==> src/rtl/regcla_addsub_seq.sv <==
// Keypad-fed W-bit add/subtract unit: grouped carry-lookahead adder, submit/done FSM, ZNVC flags.
// Latency: result, flags and done valid 2 edges after submit is accepted; digits visible 1 edge after entry.
// Backpressure: none; key_valid and submit are dropped (not queued) while busy; submit beats key_valid in IDLE.
//
// Ports:
//   clk, reset          - system clock, synchronous active-high reset (clears everything, aborts a calc)
//   key_in, key_valid   - hex digit strobe, shifted into A (load_sel=0) or B (load_sel=1) while idle
//   addsub, acc, submit - operation request; addsub/acc captured when submit is accepted in IDLE
//   a_out, b_out        - operand registers
//   r_out, cc_out       - registered result and {Z,N,V,C}
//   r_mag, r_sign       - sign/magnitude view of r_out (combinational)
//   busy, done          - busy in CALC/DONE, done pulses for the cycle r_out/cc_out are fresh
module regcla_addsub_seq #(
    parameter int W     = 8,
    parameter int GROUP = 4
) (
    input  logic         clk,
    input  logic         reset,
    input  logic [3:0]   key_in,
    input  logic         key_valid,
    input  logic         load_sel,
    input  logic         addsub,
    input  logic         acc,
    input  logic         submit,
    output logic [W-1:0] a_out,
    output logic [W-1:0] b_out,
    output logic [W-1:0] r_out,
    output logic [W-1:0] r_mag,
    output logic         r_sign,
    output logic [3:0]   cc_out,
    output logic         busy,
    output logic         done
);

    localparam int NG = W / GROUP;

    typedef enum logic [1:0] {
        S_IDLE = 2'd0,
        S_CALC = 2'd1,
        S_DONE = 2'd2
    } state_e;

    state_e state_q, state_d;

    logic         take_key;
    logic         take_submit;
    logic         commit;

    logic [W-1:0] a_q, a_d;
    logic [W-1:0] b_q, b_d;
    logic [W-1:0] r_q, r_d;
    logic [3:0]   cc_q, cc_d;
    logic         sub_q, sub_d;
    logic         acc_q, acc_d;

    // ------------------------------------------------------------------
    // FSM: state register
    // ------------------------------------------------------------------
    always_ff @(posedge clk) begin
        if (reset) begin
            state_q <= S_IDLE;
        end else begin
            state_q <= state_d;
        end
    end

    // FSM: next state
    always_comb begin
        state_d = state_q;
        case (state_q)
            S_IDLE:  if (submit) state_d = S_CALC;
            S_CALC:  state_d = S_DONE;
            S_DONE:  state_d = S_IDLE;
            default: state_d = S_IDLE;
        endcase
    end

    // FSM: outputs and datapath enables
    always_comb begin
        busy        = (state_q != S_IDLE);
        done        = (state_q == S_DONE);
        take_submit = (state_q == S_IDLE) && submit;
        // A digit arriving with submit is discarded so the calc sees pre-cycle operands.
        take_key    = (state_q == S_IDLE) && key_valid && !submit;
        commit      = (state_q == S_CALC);
    end

    // ------------------------------------------------------------------
    // Grouped carry-lookahead adder: full lookahead inside each GROUP-bit
    // block, block carry-out ripples into the next block.
    // ------------------------------------------------------------------
    logic [W-1:0] b_eff;
    logic [W-1:0] p;
    logic [W-1:0] g;
    logic [W:0]   c;
    logic [W-1:0] sum;

    assign b_eff = b_q ^ {W{sub_q}};
    assign p     = a_q ^ b_eff;
    assign g     = a_q & b_eff;

    always_comb begin : cla_carry
        logic cin_grp;
        logic t;
        logic term;
        c       = '0;
        cin_grp = sub_q;
        t       = 1'b0;
        term    = 1'b0;
        c[0]    = sub_q;
        for (int gi = 0; gi < NG; gi++) begin
            for (int j = 1; j <= GROUP; j++) begin
                // Carry into bit j of the block: block carry-in propagated
                // through bits 0..j-1, or any generate k propagated to j.
                t = cin_grp;
                for (int k = 0; k < j; k++) begin
                    t = t & p[gi*GROUP + k];
                end
                for (int k = 0; k < j; k++) begin
                    term = g[gi*GROUP + k];
                    for (int m = k + 1; m < j; m++) begin
                        term = term & p[gi*GROUP + m];
                    end
                    t = t | term;
                end
                c[gi*GROUP + j] = t;
            end
            cin_grp = c[gi*GROUP + GROUP];
        end
    end

    assign sum = p ^ c[W-1:0];

    logic flag_z, flag_n, flag_v, flag_c;

    assign flag_z = (sum == '0);
    assign flag_n = sum[W-1];
    assign flag_v = (a_q[W-1] == b_eff[W-1]) && (sum[W-1] != a_q[W-1]);
    assign flag_c = c[W];

    // ------------------------------------------------------------------
    // Datapath next state
    // ------------------------------------------------------------------
    always_comb begin
        a_d   = a_q;
        b_d   = b_q;
        r_d   = r_q;
        cc_d  = cc_q;
        sub_d = sub_q;
        acc_d = acc_q;
        // Shifting left by a nibble drops the oldest digit; no overflow case.
        if (take_key) begin
            if (load_sel) begin
                b_d = (b_q << 4) | W'(key_in);
            end else begin
                a_d = (a_q << 4) | W'(key_in);
            end
        end
        if (take_submit) begin
            sub_d = addsub;
            acc_d = acc;
        end
        if (commit) begin
            r_d  = sum;
            cc_d = {flag_z, flag_n, flag_v, flag_c};
            if (acc_q) begin
                a_d = sum;
            end
        end
    end

    always_ff @(posedge clk) begin
        if (reset) begin
            a_q   <= '0;
            b_q   <= '0;
            r_q   <= '0;
            cc_q  <= '0;
            sub_q <= 1'b0;
            acc_q <= 1'b0;
        end else begin
            a_q   <= a_d;
            b_q   <= b_d;
            r_q   <= r_d;
            cc_q  <= cc_d;
            sub_q <= sub_d;
            acc_q <= acc_d;
        end
    end

    // ------------------------------------------------------------------
    // Outputs
    // ------------------------------------------------------------------
    assign a_out  = a_q;
    assign b_out  = b_q;
    assign r_out  = r_q;
    assign cc_out = cc_q;
    assign r_sign = r_q[W-1];
    // Two's-complement negate; the most negative value maps to itself,
    // which read unsigned is exactly 2^(W-1).
    assign r_mag  = r_q[W-1] ? ('0 - r_q) : r_q;

endmodule

==> config.mk <==
export PLATFORM = sky130hd
export DESIGN_NAME = regcla_addsub_seq
export DESIGN_NICKNAME = d
export VERILOG_FILES = /design/src/rtl/regcla_addsub_seq.sv
export SDC_FILE = /design/constraint.sdc
export NUM_CORES = 1
export LEC_CHECK = 0
export CAP_MARGIN = 20
export CORE_ASPECT_RATIO = 2
export CORE_UTILIZATION = 40
export CTS_BUF_LIST = sky130_fd_sc_hd__clkbuf_16
export CTS_CLUSTER_DIAMETER = 50
export DETAILED_ROUTE_END_ITERATION = 8
export PLACE_DENSITY = 0.68
export SLEW_MARGIN = 40
export SYNTH_ARGS = -nofsm -noshare
export SYNTH_HDL_FRONTEND = slang
export SYNTH_SLANG_ARGS = --single-unit
==> constraint.sdc <==
create_clock -name clk -period 8.4 [get_ports clk]
set_input_delay 0.84 -clock clk [delete_from_list [all_inputs] [get_ports clk]]
set_output_delay 0.84 -clock clk [all_outputs]
set_load 0.01 [all_outputs]
==> reports/results.md <==
• Slew @ Worst Pin: 0.569 ns
• slew margin rel.: 0.619
• minimum clock period after layout: 3.59 ns
• top fanout value on the critical path: 11
• Remaining DRCs: 0
• average footprint of a synthesized cell: 8.69 sq um
• CTS root buf: sky130_fd_sc_hd__clkbuf_16
• Detailed Route WL: 4170 um
• layout cells sized above 1: 0.0571
• Synth Warn #: 0
• Post-CTS Hold Fix Bufs: 0
• detail-routed via count per cell: 5.15
• crit share post-route: 0.427
• final max-slew violation count: 0
• count of nets left with antenna violations after detail routing: 0
• unrepaired setup endpoints after global routing: no
• reg2reg setup slack: 4.81 ns
• first-pass GRT wire length: 6710 um
• top post-synthesis cells by area: sky130_fd_sc_hd__dfxtp_1 36%, sky130_fd_sc_hd__mux2i_1 9.2%, sky130_fd_sc_hd__ha_1 7.9%, sky130_fd_sc_hd__xor2_1 6.0%, sky130_fd_sc_hd__nor2_1 5.8%
• sort of element at the start of the critical path: register
• non-filler cells, final: 297
• Overflow after GRT: 0
• buffer depth of the longest clock path: 2
• final count of negative-setup-slack endpoints: 0
• # diodes: 0
• count of nets after finishing: 267
• GPL Wtd Cong: 0.794
• die extent in y: 95.2 um
• Placed Instance Area: 2230 sq um
• floorplan die width: 48.6 um
• most common library cells after synthesis: 31 x sky130_fd_sc_hd__dfxtp_1, 27 x sky130_fd_sc_hd__nor2_1, 26 x sky130_fd_sc_hd__nand2_1
• final hold violations: 0
• f_max: 279 MHz
• Maximum Capacitance Violations: 0
• highest ir drop seen on vdd: 0.000149 V
• hold path start: cc_out[3]$_SDFFE_PP0N_
• Wirelength per Cell: 14.0 um
• H-tree level count: 2
• part of the Yosys area used for sequential elements: 0.357
• logic depth of the worst register-to-register path: 13
• status: finished, final reports clean
• Clock Skew: 0.00641 ns
• arrival time of data at the critical path endpoint: 3.80 ns
• area of the mapped netlist: 1740 sq um
• number of setup buffers added after CTS: 0
• register clock-pin slew on the reported worst setup and hold paths: 0.05 ns
• CTS sink cnt: 31
• GRT Util Overall: 0.193
• Slowest-stage cell, CP: sky130_fd_sc_hd__dfxtp_1
• number of gates resized after cts: 0
• Post-synth EDFFs: 0
• clock latency on the worst-skew pair: 0.28 ns
• Detail Placement HPWL: 3110 um
• number of detailed-route iterations in the first pass: 4
• share of Yosys cell area claimed by the top area cell type: 0.357
• number of design-rule violations left by the first detailed-router iteration: 18
• number of instances in the synthesized netlist: 200
• total placed cells including tap cells: 289
• count of cell types in the netlist: 37
• longest individual stage delay on the worst path: 0.62 ns
• initial standard-cell utilization of the core: 0.421
• Buffers on Ports: 49
• top cell type by total area after synthesis: sky130_fd_sc_hd__dfxtp_1
• cells along the critical path: xor2_1 -> ha_1 -> ha_1 -> o211ai_1 -> nand3b_1 -> and2_1 -> or2_2 -> ha_1 -> o211ai_1 -> nand2_1 -> xor2_1 -> or4_1 -> a21oi_1
• worst hold path depth: 2
• initial antenna violation count: 0
• synthesized netlist net count: 223
• die area: 4630 sq um
• CTS tree: yes
• launching point of the worst reg2reg path: sub_q$_SDFFE_PP0P_
• Core Footprint: 4130 sq um
• number of CTS-inserted buffers: 5
• total number of vias: 1530
• worst min path class: register to register
• number of global-route vias before repair: 1493
• Hold Path Sink: cc_out[3]$_SDFFE_PP0N_
• Async SR Flop Fraction: 0
• reported leakage power: 1.04 nW
• most used flip-flop cell after synthesis: sky130_fd_sc_hd__dfxtp_1
• area growth from synthesis to final layout: 38.1%
• count of standard-cell rows: 33
• largest net degree at the start of global routing: 32
• Worst Path Class, Setup: register to register
• Post-Layout Inst Area: 2400 sq um
• pwr/cell area: 177 nW/um^2
• critical register-to-register path endpoint: cc_out[3]$_SDFFE_PP0N_
• CP dominant cell by count: sky130_fd_sc_hd__ha_1
• I/O pin cnt: 50
• Required @ worst endpoint: 8.61 ns
• Total Negative Setup Slacks: 0 ns
• type of element capturing the critical path: register
• post-synthesis register bit count: 31
• top-count cell post-synth: sky130_fd_sc_hd__dfxtp_1
[metrics by stage]
| step | setup WS (ns) | util | hold WS [ns] | total power, mW |
|---|---|---|---|---|
| 6_report | 4.81 | 0.581 | 0.455 | 0.425 |
| 5_1_grt | 4.59 | 0.581 | 0.484 | 0.438 |
| 4_1_cts | 4.79 | 0.581 | 0.458 | 0.429 |
| 3_5_place_dp | 4.85 | 0.541 | 0.448 | 0.227 |
| 3_3_place_gp | 4.95 | 0.542 | 0.444 | 0.226 |
| 2_1_floorplan | 5.18 | - | 0.437 | 0.200 |
[logic make-up (layout without fill, tap and decap cells)]
kind of cell / after synthesis / after routing / synth area share
adder cells (fa/ha/maj): 12 / 12 / 0.0907
buffers and inverters: 19 / 64 / 0.0526
flip-flops: 31 / 31 / 0.357
AND/OR/NAND/NOR: 72 / 72 / 0.189
multiplexers: 17 / 17 / 0.0986
XOR/XNOR: 19 / 19 / 0.100
AO/OA/AOI/OAI: 30 / 30 / 0.112
[worst max-delay path, delay by kind of cell (launching register included)]
family,cells,cell delay (ns)
XOR/XNOR,2,0.39
adder cells (fa/ha/maj),3,0.68
flip-flops,1,0.62
AO/OA/AOI/OAI,3,0.58
AND/OR/NAND/NOR,5,1.24
[sequential cells by signal, indices dropped and copies added (netlist names)]
signal	count
sub_q	1
b_out	8
state_q	2
a_out	8
acc_q	1
cc_out	4
r_out	7
[layer usage]
layer | up-vias | routed length, um | GRT usage
met3 | 10 | 130 | 0.0367
met5 | - | 0 | 0
met4 | 0 | 121 | 0.118
met1 | 716 | 1510 | 0.172
met2 | 40 | 2410 | 0.384
li1 | 764 | - | -
[worst max path at each step]
stage	startpoint	to	slack, ns
3_3_place_gp	sub_q$_SDFFE_PP0P_	cc_out[3]$_SDFFE_PP0N_	4.95
6_report	sub_q$_SDFFE_PP0P_	cc_out[3]$_SDFFE_PP0N_	4.81
4_1_cts	sub_q$_SDFFE_PP0P_	cc_out[3]$_SDFFE_PP0N_	4.79
3_5_place_dp	sub_q$_SDFFE_PP0P_	cc_out[3]$_SDFFE_PP0N_	4.85
5_1_grt	sub_q$_SDFFE_PP0P_	cc_out[3]$_SDFFE_PP0N_	4.59
2_1_floorplan	sub_q$_SDFFE_PP0P_	cc_out[3]$_SDFFE_PP0N_	5.18
[placed cells by master, fill, tap and decap left out, types with 2 or more instances in the layout]
cell / count
sky130_fd_sc_hd__a211oi_1: 9
sky130_fd_sc_hd__a21oi_1: 12
sky130_fd_sc_hd__clkbuf_16: 5
sky130_fd_sc_hd__clkdlybuf4s50_1: 48
sky130_fd_sc_hd__dfxtp_1: 31
sky130_fd_sc_hd__ha_1: 11
sky130_fd_sc_hd__inv_1: 6
sky130_fd_sc_hd__mux2i_1: 16
sky130_fd_sc_hd__nand2_1: 26
sky130_fd_sc_hd__nand2b_1: 2
sky130_fd_sc_hd__nand3_1: 2
sky130_fd_sc_hd__nand3b_1: 2
sky130_fd_sc_hd__nor2_1: 27
sky130_fd_sc_hd__nor3_1: 2
sky130_fd_sc_hd__o211ai_1: 2
sky130_fd_sc_hd__o21a_1: 2
sky130_fd_sc_hd__or4_1: 2
sky130_fd_sc_hd__xnor2_1: 6
sky130_fd_sc_hd__xor2_1: 12
[final cells by class]
cell class	count	area, sq um
Timing Repair Buffer	50	493
Sequential cell	31	621
Clock buffer	5	125
Tap cell	52	65.1
Inverter	6	22.5
Clock inverter	3	38.8
Fill cell	411	1730
Multi-Input combinational cell	150	1030
[power breakdown]
group | switching, mW | internal [mW] | total (mW)
clock network | 0.0628 | 0.138 | 0.201
logic | 0.0312 | 0.0325 | 0.0637
registers | 0.00729 | 0.153 | 0.160
total | 0.101 | 0.323 | 0.425
Note: power is estimated with default switching activity, not from simulation.
